--- src/rtl/max_tracker_pipe.sv ---
// -----------------------------------------------------------------------------
// max_tracker_pipe
//
// Tracks the maximum score, and the row/column where it occurred, across a
// frame of multi-lane beats. Each accepted beat is reduced to a single winner
// by a registered binary comparator tree (one register level per tree level).
// The winner then folds into a running accumulator, and the accumulator is
// copied into the registered max_* outputs.
//
// Latency: a beat accepted at edge k is visible on max_* after edge k+L+1,
// where L = log2(NUM_LANES):
//    edges k .. k+L-1 : tree levels 1..L
//    edge  k+L        : accumulator
//    edge  k+L+1      : output register
//
// Ports
//    clk           : single clock, rising edge
//    rst_n         : synchronous active-low reset (has priority over start)
//    start         : begin a new frame; aborts any frame in progress
//    in_valid      : qualifies a beat
//    in_last       : marks the final beat of a frame
//    lane_en       : per-lane enable; a disabled lane never wins
//    score_in      : NUM_LANES unsigned scores, lane i at [i*SCORE_WIDTH +: SCORE_WIDTH]
//    row_in        : NUM_LANES row indices, packed the same way
//    col_in        : NUM_LANES column indices, packed the same way
//    max_score     : running maximum score of the current/last frame
//    max_row       : row of the running maximum
//    max_col       : column of the running maximum
//    busy          : high while a frame is ACTIVE or DRAINing
//    done          : one-cycle pulse when the final beat has folded in
//    result_valid  : high while max_* hold a completed frame result
// -----------------------------------------------------------------------------
module max_tracker_pipe #(
   parameter int NUM_LANES      = 16,
   parameter int SCORE_WIDTH    = 8,
   parameter int ROW_BITS_WIDTH = 7,
   parameter int COL_BITS_WIDTH = 7
) (
   input  logic                                clk,
   input  logic                                rst_n,
   input  logic                                start,
   input  logic                                in_valid,
   input  logic                                in_last,
   input  logic [NUM_LANES-1:0]                lane_en,
   input  logic [NUM_LANES*SCORE_WIDTH-1:0]    score_in,
   input  logic [NUM_LANES*ROW_BITS_WIDTH-1:0] row_in,
   input  logic [NUM_LANES*COL_BITS_WIDTH-1:0] col_in,
   output logic [SCORE_WIDTH-1:0]              max_score,
   output logic [ROW_BITS_WIDTH-1:0]           max_row,
   output logic [COL_BITS_WIDTH-1:0]           max_col,
   output logic                                busy,
   output logic                                done,
   output logic                                result_valid
);

   localparam int LVL = $clog2(NUM_LANES);

   typedef enum logic [1:0] {
      ST_IDLE   = 2'd0,
      ST_ACTIVE = 2'd1,
      ST_DRAIN  = 2'd2
   } state_t;

   state_t                    state_q;
   logic                      busy_q;
   logic                      done_q;
   logic                      result_valid_q;
   logic [SCORE_WIDTH-1:0]    max_score_q;
   logic [ROW_BITS_WIDTH-1:0] max_row_q;
   logic [COL_BITS_WIDTH-1:0] max_col_q;

   logic                      accept_s;

   logic                      lane_en_s    [NUM_LANES];
   logic [SCORE_WIDTH-1:0]    lane_score_s [NUM_LANES];
   logic [ROW_BITS_WIDTH-1:0] lane_row_s   [NUM_LANES];
   logic [COL_BITS_WIDTH-1:0] lane_col_s   [NUM_LANES];

   logic                      top_vld_s;
   logic                      top_lst_s;
   logic                      top_en_s;
   logic [SCORE_WIDTH-1:0]    top_score_s;
   logic [ROW_BITS_WIDTH-1:0] top_row_s;
   logic [COL_BITS_WIDTH-1:0] top_col_s;

   logic                      take_s;
   logic [SCORE_WIDTH-1:0]    acc_score_d, acc_score_q;
   logic [ROW_BITS_WIDTH-1:0] acc_row_d,   acc_row_q;
   logic [COL_BITS_WIDTH-1:0] acc_col_d,   acc_col_q;
   logic                      fold_last_d, fold_last_q;

   // Beat acceptance: a beat is taken in ACTIVE, or together with start from
   // any state (it then becomes the first beat of the new frame).
   always_comb begin
      accept_s = in_valid & (start | (state_q == ST_ACTIVE));
   end

   // Unpack the flat lane buses into per-lane arrays.
   always_comb begin
      for (int i = 0; i < NUM_LANES; i++) begin
         lane_en_s[i]    = lane_en[i];
         lane_score_s[i] = score_in[i*SCORE_WIDTH +: SCORE_WIDTH];
         lane_row_s[i]   = row_in[i*ROW_BITS_WIDTH +: ROW_BITS_WIDTH];
         lane_col_s[i]   = col_in[i*COL_BITS_WIDTH +: COL_BITS_WIDTH];
      end
   end

   // -------------------------------------------------------------------------
   // Comparator tree. Level l halves the node count of level l-1. Each node
   // carries an enable (at least one enabled lane below it) plus the winning
   // score/row/col; each level carries its own valid and last flags.
   // -------------------------------------------------------------------------
   for (genvar l = 1; l <= LVL; l++) begin : g_lvl
      localparam int N = NUM_LANES >> l;

      logic                      src_en_s    [2*N];
      logic [SCORE_WIDTH-1:0]    src_score_s [2*N];
      logic [ROW_BITS_WIDTH-1:0] src_row_s   [2*N];
      logic [COL_BITS_WIDTH-1:0] src_col_s   [2*N];
      logic                      src_vld_s;
      logic                      src_lst_s;

      logic                      en_d    [N];
      logic [SCORE_WIDTH-1:0]    score_d [N];
      logic [ROW_BITS_WIDTH-1:0] row_d   [N];
      logic [COL_BITS_WIDTH-1:0] col_d   [N];
      logic                      vld_d;
      logic                      lst_d;

      logic                      en_q    [N];
      logic [SCORE_WIDTH-1:0]    score_q [N];
      logic [ROW_BITS_WIDTH-1:0] row_q   [N];
      logic [COL_BITS_WIDTH-1:0] col_q   [N];
      logic                      vld_q;
      logic                      lst_q;

      if (l == 1) begin : g_src
         // First level reads the lanes; a beat taken with start belongs to
         // the new frame, so start does not squash it here.
         always_comb begin
            for (int j = 0; j < 2*N; j++) begin
               src_en_s[j]    = lane_en_s[j];
               src_score_s[j] = lane_score_s[j];
               src_row_s[j]   = lane_row_s[j];
               src_col_s[j]   = lane_col_s[j];
            end
            src_vld_s = accept_s;
            src_lst_s = in_last;
         end
      end else begin : g_src
         // Deeper levels read the previous level; start discards in-flight beats.
         always_comb begin
            for (int j = 0; j < 2*N; j++) begin
               src_en_s[j]    = g_lvl[l-1].en_q[j];
               src_score_s[j] = g_lvl[l-1].score_q[j];
               src_row_s[j]   = g_lvl[l-1].row_q[j];
               src_col_s[j]   = g_lvl[l-1].col_q[j];
            end
            src_vld_s = g_lvl[l-1].vld_q & ~start;
            src_lst_s = g_lvl[l-1].lst_q;
         end
      end

      // Pairwise compare: the lower index wins ties, a disabled side never wins.
      always_comb begin
         for (int j = 0; j < N; j++) begin
            if (src_en_s[2*j] &&
                (!src_en_s[2*j+1] || (src_score_s[2*j] >= src_score_s[2*j+1]))) begin
               score_d[j] = src_score_s[2*j];
               row_d[j]   = src_row_s[2*j];
               col_d[j]   = src_col_s[2*j];
            end else begin
               score_d[j] = src_score_s[2*j+1];
               row_d[j]   = src_row_s[2*j+1];
               col_d[j]   = src_col_s[2*j+1];
            end
            en_d[j] = src_en_s[2*j] | src_en_s[2*j+1];
         end
         vld_d = src_vld_s;
         lst_d = src_lst_s;
      end

      // Level pipeline register.
      always_ff @(posedge clk) begin
         if (!rst_n) begin
            vld_q <= 1'b0;
            lst_q <= 1'b0;
            for (int j = 0; j < N; j++) begin
               en_q[j]    <= 1'b0;
               score_q[j] <= {SCORE_WIDTH{1'b0}};
               row_q[j]   <= {ROW_BITS_WIDTH{1'b0}};
               col_q[j]   <= {COL_BITS_WIDTH{1'b0}};
            end
         end else begin
            vld_q <= vld_d;
            lst_q <= lst_d;
            for (int j = 0; j < N; j++) begin
               en_q[j]    <= en_d[j];
               score_q[j] <= score_d[j];
               row_q[j]   <= row_d[j];
               col_q[j]   <= col_d[j];
            end
         end
      end
   end

   // Tree root: the single surviving node of the last level.
   always_comb begin
      top_vld_s   = g_lvl[LVL].vld_q;
      top_lst_s   = g_lvl[LVL].lst_q;
      top_en_s    = g_lvl[LVL].en_q[0];
      top_score_s = g_lvl[LVL].score_q[0];
      top_row_s   = g_lvl[LVL].row_q[0];
      top_col_s   = g_lvl[LVL].col_q[0];
   end

   // Accumulator next state: replace only on a strictly greater score so the
   // earlier beat keeps a tie; an all-disabled beat changes nothing.
   always_comb begin
      take_s = top_vld_s & top_en_s & (top_score_s > acc_score_q);
      if (start) begin
         acc_score_d = {SCORE_WIDTH{1'b0}};
         acc_row_d   = {ROW_BITS_WIDTH{1'b0}};
         acc_col_d   = {COL_BITS_WIDTH{1'b0}};
         fold_last_d = 1'b0;
      end else if (take_s) begin
         acc_score_d = top_score_s;
         acc_row_d   = top_row_s;
         acc_col_d   = top_col_s;
         fold_last_d = top_vld_s & top_lst_s;
      end else begin
         acc_score_d = acc_score_q;
         acc_row_d   = acc_row_q;
         acc_col_d   = acc_col_q;
         fold_last_d = top_vld_s & top_lst_s;
      end
   end

   // Accumulator register; fold_last_q flags that the final beat just folded.
   always_ff @(posedge clk) begin
      if (!rst_n) begin
         acc_score_q <= {SCORE_WIDTH{1'b0}};
         acc_row_q   <= {ROW_BITS_WIDTH{1'b0}};
         acc_col_q   <= {COL_BITS_WIDTH{1'b0}};
         fold_last_q <= 1'b0;
      end else begin
         acc_score_q <= acc_score_d;
         acc_row_q   <= acc_row_d;
         acc_col_q   <= acc_col_d;
         fold_last_q <= fold_last_d;
      end
   end

   // Control FSM with registered status and max_* outputs. The outputs follow
   // the accumulator one edge later, which lines done up with the final value.
   always_ff @(posedge clk) begin
      if (!rst_n) begin
         state_q        <= ST_IDLE;
         busy_q         <= 1'b0;
         done_q         <= 1'b0;
         result_valid_q <= 1'b0;
         max_score_q    <= {SCORE_WIDTH{1'b0}};
         max_row_q      <= {ROW_BITS_WIDTH{1'b0}};
         max_col_q      <= {COL_BITS_WIDTH{1'b0}};
      end else if (start) begin
         // New frame (or abort): a single-beat frame goes straight to DRAIN.
         state_q        <= (accept_s && in_last) ? ST_DRAIN : ST_ACTIVE;
         busy_q         <= 1'b1;
         done_q         <= 1'b0;
         result_valid_q <= 1'b0;
         max_score_q    <= {SCORE_WIDTH{1'b0}};
         max_row_q      <= {ROW_BITS_WIDTH{1'b0}};
         max_col_q      <= {COL_BITS_WIDTH{1'b0}};
      end else begin
         max_score_q <= acc_score_q;
         max_row_q   <= acc_row_q;
         max_col_q   <= acc_col_q;
         done_q      <= 1'b0;
         case (state_q)
            ST_IDLE: begin
               busy_q <= 1'b0;
            end
            ST_ACTIVE: begin
               if (accept_s && in_last) begin
                  state_q <= ST_DRAIN;
               end else begin
                  state_q <= ST_ACTIVE;
               end
            end
            ST_DRAIN: begin
               if (fold_last_q) begin
                  state_q        <= ST_IDLE;
                  busy_q         <= 1'b0;
                  done_q         <= 1'b1;
                  result_valid_q <= 1'b1;
               end else begin
                  state_q <= ST_DRAIN;
               end
            end
            default: begin
               state_q <= ST_IDLE;
               busy_q  <= 1'b0;
            end
         endcase
      end
   end

   assign max_score    = max_score_q;
   assign max_row      = max_row_q;
   assign max_col      = max_col_q;
   assign busy         = busy_q;
   assign done         = done_q;
   assign result_valid = result_valid_q;

endmodule

--- config.mk ---
export PLATFORM = sky130hd
export DESIGN_NAME = max_tracker_pipe
export DESIGN_NICKNAME = d
export VERILOG_FILES = /design/src/rtl/max_tracker_pipe.sv
export SDC_FILE = /design/constraint.sdc
export NUM_CORES = 1
export LEC_CHECK = 0
export ABC_CLOCK_PERIOD_IN_PS = 2100
export BUFFER_PORTS_ARGS = -buffer_cell sky130_fd_sc_hd__buf_2
export CAP_MARGIN = 20
export CORE_MARGIN = 4
export CORE_UTILIZATION = 40
export DETAILED_ROUTE_END_ITERATION = 6
export GPL_TIMING_DRIVEN = 1
export HOLD_SLACK_MARGIN = 0.15
export REMOVE_ABC_BUFFERS = 1
export SYNTH_ARGS = -nofsm -noshare
export SYNTH_HDL_FRONTEND = slang
export SYNTH_SLANG_ARGS = --single-unit
--- constraint.sdc ---
create_clock -name clk -period 2.1 [get_ports clk]
set_input_delay 0.21 -clock clk [delete_from_list [all_inputs] [get_ports clk]]
set_output_delay 0.21 -clock clk [all_outputs]
set_load 0.02 [all_outputs]
==> summary.txt <==
STA
  • Clock skew: 0.0207 ns
  • Tcrit/Tclk final: 103%
  • PnR worst setup slack: -0.0717 ns
  • Slew HR: 67.9%
  • # setup viols final: 4
  • Worst Max-Slew Pin Slew: 0.477 ns
  • RSZ-0062 raised after global routing: true
  • Setup TNS: -0.119 ns
  • Final Critical Period: 2.17 ns
  • Final Slew Violations: 0
  • Final hold violations: 0
  • Max Clock Freq: 0.460 GHz

Detailed routing
  • Pre-antenna DRT Iters: 7
  • Residual DRC: 3
  • DRT antenna net count: 0
  • Detailed-route via count: 18400
  • Via density: 5.16
  • First DRT Iteration DRCs: 1251
  • Routed WL: 64500 um
  • Routed len/inst: 18.1 um

Die
  • Core area: 0.0435 mm2
  • Starting density of the core: 40.8%
  • Die outline width: 219 um
  • IO Pins: 398
  • Die H: 219 um
  • Placement Rows: 76
  • Die area: 0.0478 mm2

Worst setup path
  • WS Path Type: input port to flip-flop
  • Delay of the slowest cell on the worst path: 0.56 ns
  • Critical-path maximum fanout: 6
  • Reg2reg setup slack: 0.19 ns
  • R2r startpoint: g_lvl[2].score_q[3][6]$_SDFF_PN0_
  • Critical Path Slowest Stage Cell: dlygate4sd3_1
  • Arrival @ worst endpoint: 2.68 ns
  • Crit-path most repeated cell: dlygate4sd3_1
  • R2R depth: 8
  • CP Capture Type: flip-flop
  • Data required, critical path: 2.61 ns
  • Reg2reg end: g_lvl[3].row_q[0][11]$_SDFF_PN0_
  • Crit-path cells: dlygate4sd3_1 > buf_2 > ha_4 > nand4_1 > o2111ai_2 > a22oi_2 > buf_6 > buf_12 > nand3_2 > o21ai_2 > dlygate4sd3_1
  • Nature of the critical path startpoint: input port

GRT
  • Met2 usage: 38.6%
  • Largest net degree at the start of global routing: 96
  • Vias in the first global route: 17500
  • Met1 GRT Util: 25.9%
  • Overflow after GRT: 0
  • GRT Total Usage: 21.8%
  • Busiest grt layer: met2
  • Initial antenna violation count: 1
  • First-pass GRT wire length: 85100 um
  • M3 GR Usage: 3.09%

Finish
  • Final Util: 61.5%
  • Final cell count without fillers: 3562
  • Layout cells sized above 1: 21.9%
  • # nets final: 3449
  • Area delta synth->final: 50.9%
  • Fin area: 0.0267 mm2

Synth
  • Main synth FF type: dfxtp_1
  • Register area share after synthesis: 45.5%
  • Number of flops mapped to enable cells by yosys: 0
  • Post-Syn Area: 0.0177 mm2
  • Ys async rst share: 0%
  • Warnings from Yosys: 0
  • Synth cell types: 37
  • Post-Syn Instances: 2155
  • Syn Area/Cell: 8.23 um2
  • Register bit count reported by yosys: 403

Clock tree
  • Max Root-Sink Buffers: 3
  • Clk_lat worst skew: 0.57 ns
  • H-tree levels: 2
  • TritonCTS clock tree: built
  • CTS sink count: 403
  • Clock root buffer: clkbuf_16
  • Reg clk slew, reported paths: 0.06 ns
  • CTS buffer count: 43

Pwr
  • Worst VDD drop: 0.483 mV
  • Pleak: 12.2 nW
  • P per Cell Area: 754 mW/mm2
  • Overall Power: 20.2 mW

Placed design
  • DP Area: 0.0202 mm2
  • Port bufs: 397
  • Placed Cells incl. Taps: 3042
  • Final Wtd Congestion: 0.930
  • Final HPWL DP: 36600 um

Run status
  • Failing checks: DRC, setup timing
  • Status: finished, violations left

Min path
  • Hold path startpoint: score_in[115]
  • Worst hold-check path type: input port to flip-flop
  • Hold depth: 4
  • Hold path endpoint: g_lvl[1].score_q[1][27]$_SDFF_PN0_

Run
  • Max-capacitance violation count: 0
kinds of logic after synthesis:
group | after synthesis | share of synthesized area (%)
buf+inv | 329 | 8.76
simple gates | 832 | 21.4
mux | 22 | 1.24
compound gates | 438 | 13.9
flops | 403 | 45.5
fa+ha+maj | 131 | 9.24
power by group:
part | internal (mW) | switching (mW)
Clock | 4.75 | 3.09
Combinational | 1.90 | 1.98
Sequential | 8.19 | 0.245
Total | 14.8 | 5.32
worst max-delay path by stage:
stage                                       startpoint                                to  slack, ns  cells after the start
floorplan                                        start         acc_col_q[0]$_SDFFE_PP0P_       -0.1                      3
global placement    g_lvl[3].score_q[0][15]$_SDFF_PN0_   g_lvl[4].col_q[0][3]$_SDFF_PN0_       0.22                      7
detailed placement   g_lvl[2].score_q[3][6]$_SDFF_PN0_  g_lvl[3].row_q[0][11]$_SDFF_PN0_       0.21                      8
CTS                                       score_in[37]  g_lvl[1].col_q[0][17]$_SDFF_PN0_      0.003                     10
global route                              score_in[55]  g_lvl[1].col_q[0][21]$_SDFF_PN0_      -0.14                     11
finish                                    score_in[55]  g_lvl[1].col_q[0][21]$_SDFF_PN0_      -0.07                     11
through the flow:
stage | hold slack, ns | worst slack [ns]
finish | 0.124 | -0.0717
global route | 0.133 | -0.140
CTS | 0.196 | 0.00332
detailed placement | 0.415 | 0.215
global placement | 0.418 | 0.223
floorplan | 0.320 | -0.0961
cells in the mapped netlist (2+ instances only):
cell       count  area (um2)
nand4_1       16         100
dfxtp_1      403        8070
nor3b_2       13         163
mux2i_1       22         220
buf_6         26         293
nor2_1        32         120
ha_1         131        1640
nor3_1        13        65.1
a21boi_0       2        15.0
buf_4          4        30.0
o2111ai_1     15         131
o21a_1        16         120
nor2b_1        3        18.8
inv_1        185         694
clkbuf_2      26         130
buf_2         42         210
o21ai_0      280        1400
a22oi_2       13         163
a21oi_1       22         110
nand2_1      393        1480
a22oi_4        2        42.5
and3_1         2        12.5
a21o_1         2        15.0
o21ai_1       82         410
buf_8          2        30.0
clkbuf_1      44         165
and2_1         7        43.8
nor3b_1        2        15.0
nand3_1      346        1730
nor3_2         2        20.0
metal layers:
layer / vias up / wire length, um
met2: 869 / 32300
met3: 312 / 3870
met4: 0 / 3720
met1: 8347 / 24600
li1: 8854 / -
met5: - / 0
cells in the final DEF (no fill, tap or decap), drive strengths merged, types with 2 or more instances in the layout:
cell,synthesis,final
and2,7,7
nand2,393,393
nor3b,15,15
a21o,2,2
a21oi,22,22
a22oi,15,15
o21ai,362,362
dfxtp,403,403
and3,2,2
nand3,346,346
clkbuf,70,81
nor2b,3,3
nor3,15,15
bufinv,0,5
nor2,33,33
clkinv,0,7
o2111ai,15,15
a21boi,2,2
o21a,16,16
buf,74,489
mux2i,22,22
dlymetal6s4s,0,16
diode,0,2
dlygate4sd3,0,364
nand4,17,17
inv,185,187
ha,131,131
repair_timing:
action | CTS | global route
endpoints found under the hold margin | 195 | 56
setup buffers | 0 | 48
hold buffers | 379 | 59
setup endpoints to repair | 0 | 116
gates resized for setup | 0 | 112
critical path: cells and delay by family:
| kind | cells | cell delay [ns] |
|---|---|---|
| AO/OA/AOI/OAI | 3 | 0.41 |
| buffers and inverters | 5 | 1.56 |
| adder cells (fa/ha/maj) | 1 | 0.25 |
| AND/OR/NAND/NOR | 2 | 0.22 |
area by class of cell:
type                       instances  area (um2)
clock buffer                      61        1240
multi-input combinational       1423        8330
timing repair buffer             889        7450
tap                              585         732
inverter                         185         694
fill                            3543       16700
antenna                            2        5.00
sequential                       403        8070
clock inverter                    14         220
sequential cells by signal, indices dropped and copies added (netlist names):
register       flops
g_lvl.en_q        15
acc_row_q          7
g_lvl.col_q      105
acc_score_q        8
g_lvl.lst_q        4
g_lvl.score_q    120
busy               1
max_row            7
state_q            2
g_lvl.row_q      105
max_col            7
fold_last_q        1
acc_col_q          7
g_lvl.vld_q        4
max_score          8
done               1
result_valid       1
(Power assumes the default switching activity.)
